[src/rtl/cpu_state_seq_pkg.sv]
// Shared architectural register layout of the TD4 core, used by the
// state sequencer and by the ALU that computes its successor.
package cpu_state_seq_pkg;

    typedef struct packed {
        logic [3:0] a;
        logic [3:0] b;
        logic [3:0] out;
        logic [3:0] pc;
        logic       carry;
    } regs_t;

endpackage

[src/rtl/cpu_state_seq.sv]
// TD4 architectural state holder and sequencer: holds committed REGS, decodes the
// fetched ROM word, and commits the ALU's successor state on a tick or a single step.
module cpu_state_seq
    import cpu_state_seq_pkg::*;
#(
    parameter int DIV         = 4,
    parameter int CNT_W       = 16,
    parameter int HALT_DETECT = 1
) (
    input  logic             clk,
    input  logic             rst,
    input  logic             run,
    input  logic             step_req,
    output logic [3:0]       rom_addr,
    input  logic [7:0]       rom_data,
    output logic [3:0]       opecode,
    output logic [3:0]       imm,
    output regs_t            current,
    input  regs_t            next,
    output logic [3:0]       out_port,
    output logic             commit,
    output logic             halted,
    output logic [CNT_W-1:0] inst_count
);

    localparam logic [15:0]      DIV_LAST = 16'(DIV - 1);
    localparam logic [CNT_W-1:0] CNT_MAX  = '1;

    logic [15:0] pcnt;
    logic        step_prev;
    logic        tick;
    logic        step_edge;
    logic        do_commit;
    logic        self_loop;

    // Fetch/decode is purely combinational: one commit retires one instruction.
    assign rom_addr = current.pc;
    assign opecode  = rom_data[7:4];
    assign imm      = rom_data[3:0];
    assign out_port = current.out;

    assign tick      = (pcnt == DIV_LAST) && run;
    assign step_edge = step_req && !step_prev && !run;
    assign do_commit = (tick || step_edge) && !halted;
    assign self_loop = (HALT_DETECT != 0) && (next == current);

    // commit is a registered pulse: high for exactly the one cycle after
    // the clock edge at which current/inst_count were updated.
    always_ff @(posedge clk) begin
        if (rst) begin
            current    <= '0;
            pcnt       <= '0;
            step_prev  <= 1'b0;
            commit     <= 1'b0;
            halted     <= 1'b0;
            inst_count <= '0;
        end else begin
            step_prev <= step_req;
            commit    <= do_commit;

            if (!run || (pcnt == DIV_LAST)) begin
                pcnt <= '0;
            end else begin
                pcnt <= pcnt + 16'd1;
            end

            if (do_commit) begin
                current <= next;
                if (inst_count != CNT_MAX) begin
                    inst_count <= inst_count + 1'b1;
                end
                if (self_loop) begin
                    halted <= 1'b1;
                end
            end
        end
    end

endmodule

[config.mk]
export PLATFORM = sky130hd
export DESIGN_NAME = cpu_state_seq
export DESIGN_NICKNAME = d
export VERILOG_FILES = /design/src/rtl/cpu_state_seq_pkg.sv /design/src/rtl/cpu_state_seq.sv
export SDC_FILE = /design/constraint.sdc
export NUM_CORES = 1
export LEC_CHECK = 0
export CAP_MARGIN = 15
export CORE_MARGIN = 1
export CORE_UTILIZATION = 30
export CTS_CLUSTER_DIAMETER = 80
export DETAILED_ROUTE_END_ITERATION = 16
export MAX_ROUTING_LAYER = met4
export PLACE_DENSITY = 0.54
export REMOVE_ABC_BUFFERS = 1
export SYNTH_ARGS = -nofsm -noshare
export SYNTH_HDL_FRONTEND = slang
export SYNTH_SLANG_ARGS = --single-unit
[constraint.sdc]
create_clock -name clk -period 2.8 [get_ports clk]
set_clock_uncertainty 0.2 [all_clocks]
set_input_delay 0.56 -clock clk [delete_from_list [all_inputs] [get_ports clk]]
set_output_delay 0.56 -clock clk [all_outputs]
set_load 0.005 [all_outputs]
==> results.sh <==
export IMPL_grt_overflow=0
export IMPL_grt_max_degree=41
export IMPL_dieArea_um2=8680
export IMPL_tns_ns=0
export IMPL_nFillCells=808
export IMPL_finalHoldViolations=0
export IMPL_cts_tree="built"
export IMPL_yosysMostFrequentCell="dfxtp_1"
export IMPL_hold_buffers=0
export IMPL_io_pins=80
export IMPL_seqPwrFrac_pct=53.9
export IMPL_crit_fanout=40
export IMPL_reg2reg_from="pcnt[0]"
export IMPL_viasPerCell=4.84
export IMPL_worstPathArrival_ns=2.51
export IMPL_portBuffers=63
export IMPL_ys_ff_latch=52
export IMPL_max_freq_mhz=398
export IMPL_slew_headroom_pct=58.4
export IMPL_numCtsBuffers=5
export IMPL_multiInputGateArea_um2=1260
export IMPL_wirelength_mm=5.81
export IMPL_end_kind="flip-flop"
export IMPL_status="finished, final reports clean"
export IMPL_grt_pass1_wl_mm=9.48
export IMPL_clk_latency_ns=0.30
export IMPL_drive_gt1_share_pct=5.13
export IMPL_vias=2193
export IMPL_rsz0062_at_grt="false"
export IMPL_hold_slack_ns=0.256
export IMPL_cts_htree_levels=2
export IMPL_async_reset_ff_share_pct=0
export IMPL_ys_seq_area_share_pct=41.7
export IMPL_ys_flop_type="dfxtp_1"
export IMPL_synth_warnings=0
export IMPL_ys_top_cells_by_area="dfxtp_1 (42%), nand2_1 (7.1%), xor2_1 (7.0%), a21oi_1 (6.0%), buf_4 (4.8%)"
export IMPL_dp_slack_ns=0.0481
export IMPL_cts_buffer_depth=2
export IMPL_power_density_nw_per_um2=439
export IMPL_netlist_area_um2=2490
export IMPL_final_period_utilization_pct=89.8
export IMPL_critPathRequiredTime_ns=2.80
export IMPL_start_util_pct=31.6
export IMPL_hp_start="pcnt[0]"
export IMPL_setup_viol_count_final=0
export IMPL_antenna_cells=0
export IMPL_min_period_ns=2.51
export IMPL_holdCritPathClass="reg2reg"
export IMPL_nets=381
export IMPL_detail_route_antenna_nets=0
export IMPL_syn_area_per_cell_um2=8.26
export IMPL_path_clk_slew_ns=0.09
export IMPL_std_cell_rows=32
export IMPL_crit_start="pcnt[0]"
export IMPL_first_iter_violations=67
export IMPL_grt_pass1_vias=2069
export IMPL_synth_largest_area_cell="dfxtp_1"
export IMPL_yosys_area_top_type_share_pct=41.7
export IMPL_comb_power_share_pct=10.6
export IMPL_ff_latch_area_um2=1040
export IMPL_startpoint_type="flip-flop"
export IMPL_ys_types=34
export IMPL_worst_pin_slew_ns=0.621
export IMPL_power_mw=1.43
export IMPL_firstDrtPassIters=4
export IMPL_pwr_share_clk_pct=35.5
export IMPL_antenna_found_initial=0
export IMPL_internal_power_mw=1.10
export IMPL_ir_drop_v=0.000225
export IMPL_worst_slack_ns=0.287
export IMPL_die_width_um=93.2
export IMPL_wire_per_inst_um=12.8
export IMPL_synthCells=302
export IMPL_gp_congestion=0.735
export IMPL_crit_type="reg2reg"
export IMPL_power_switching_mw=0.322
export IMPL_synth_commonest_cells="dfxtp_1 (52), nand2_1 (47), a21oi_1 (30)"
export IMPL_clock_root_buffer="clkbuf_8"
export IMPL_report_final_slew_viol_count=0
export IMPL_cts_sinks=52
export IMPL_sw_frac_of_total_pct=22.5
export IMPL_post_dp_hpwl_mm=4.07
export IMPL_fp_dieH_um=93.2
export IMPL_synth_edf_count=0
export IMPL_utilization_pct=41.2
export IMPL_p_leak_nw=1.08
export IMPL_areaGrowthSynthToFinish_pct=30.4
export IMPL_drcViolationCount=0
export IMPL_core_um2=7890
export IMPL_track_usage_pct=13.8
export IMPL_drv_cap=0
==> worst max-delay path: stages (launching register included) <==
cell	delay, ns
dfxtp_1	0.36
ha_1	0.24
nor4b_1	0.24
nand4_1	0.23
o21a_1	0.28
buf_12	0.17
nor4_1	0.30
mux2_2	0.36
==> power groups by stage <==
stage	Clock [mW]	Combinational, mW	Sequential (mW)
final	0.506	0.151	0.769
after detailed placement	0	0.153	0.786
after floorplan	0	0.0503	0.786
after global routing	0.554	0.166	0.772
after CTS	0.528	0.154	0.769
after global placement	0	0.153	0.786
==> routing by layer <==
metal	track usage [%]	routed length, µm	part of all wire [%]
met5	-	0	0
met4	3.21	36	0.62
met3	4.96	407	7.0
met2	21.4	2580	44
met1	17.2	2790	48
==> flip-flops by register name, indices dropped and copies added, names as in the netlist <==
register    cells
out_port        4
inst_count     16
commit          1
step_prev       1
pcnt           16
halted          1
rom_addr        4
current         9
==> worst paths after layout <==
check | end | slack (ns) | depth (start not counted)
worst max-delay path | inst_count[8] | 0.29 | 7
worst min-delay path | pcnt[0] | 0.26 | 1
worst max register to register | inst_count[8] | 0.29 | 7
worst min register to register | pcnt[0] | 0.26 | 1
==> stage by stage <==
| stage | area, µm² | std cells |
|---|---|---|
| 2_1_floorplan | 2320 | 273 |
| 3_5_place_dp | 3140 | 445 |
| 6_report | 3250 | 453 |
| 5_1_grt | 3250 | 453 |
| 3_3_place_gp | 3140 | 445 |
| 4_1_cts | 3250 | 453 |
==> kinds of logic (layout without fill, tap and decap cells) <==
logic type	Yosys count	after routing	share of synthesized area (%)
AO/OA/AOI/OAI	49	49	11.1
XOR/XNOR	31	31	10.9
adder cells (fa/ha/maj)	2	2	1.00
buffers and inverters	33	82	7.58
flip-flops	52	52	41.7
multiplexers	3	3	1.30
AND/OR/NAND/NOR	132	132	26.4
==> final cells by class <==
cell class / instances / share of cell area, %
clock buffers: 6 / 2.23
repair buffers: 70 / 21.4
inverters: 4 / 0.462
multi-input cells: 217 / 38.9
clock inverters: 2 / 1.08
flip-flops and latches: 52 / 32.0
well taps: 102 / 3.93
==> cells in the final DEF, fill, tap and decap left out, types with 11 or more instances in the layout <==
cell type and instances:
nand4_1 11, a21oi_1 30, nor2_1 25, nand2_1 47, xor2_1 20, clkdlybuf4s50_1 63, dfxtp_1 52, xnor2_1 11
==> repair_timing <==
action | 4_1_cts | 5_1_grt
resized for setup | 0 | 0
endpoints found under the setup margin | 0 | 2
buffers inserted | 0 | 0
No activity file was read; power rests on OpenSTA's default activity.
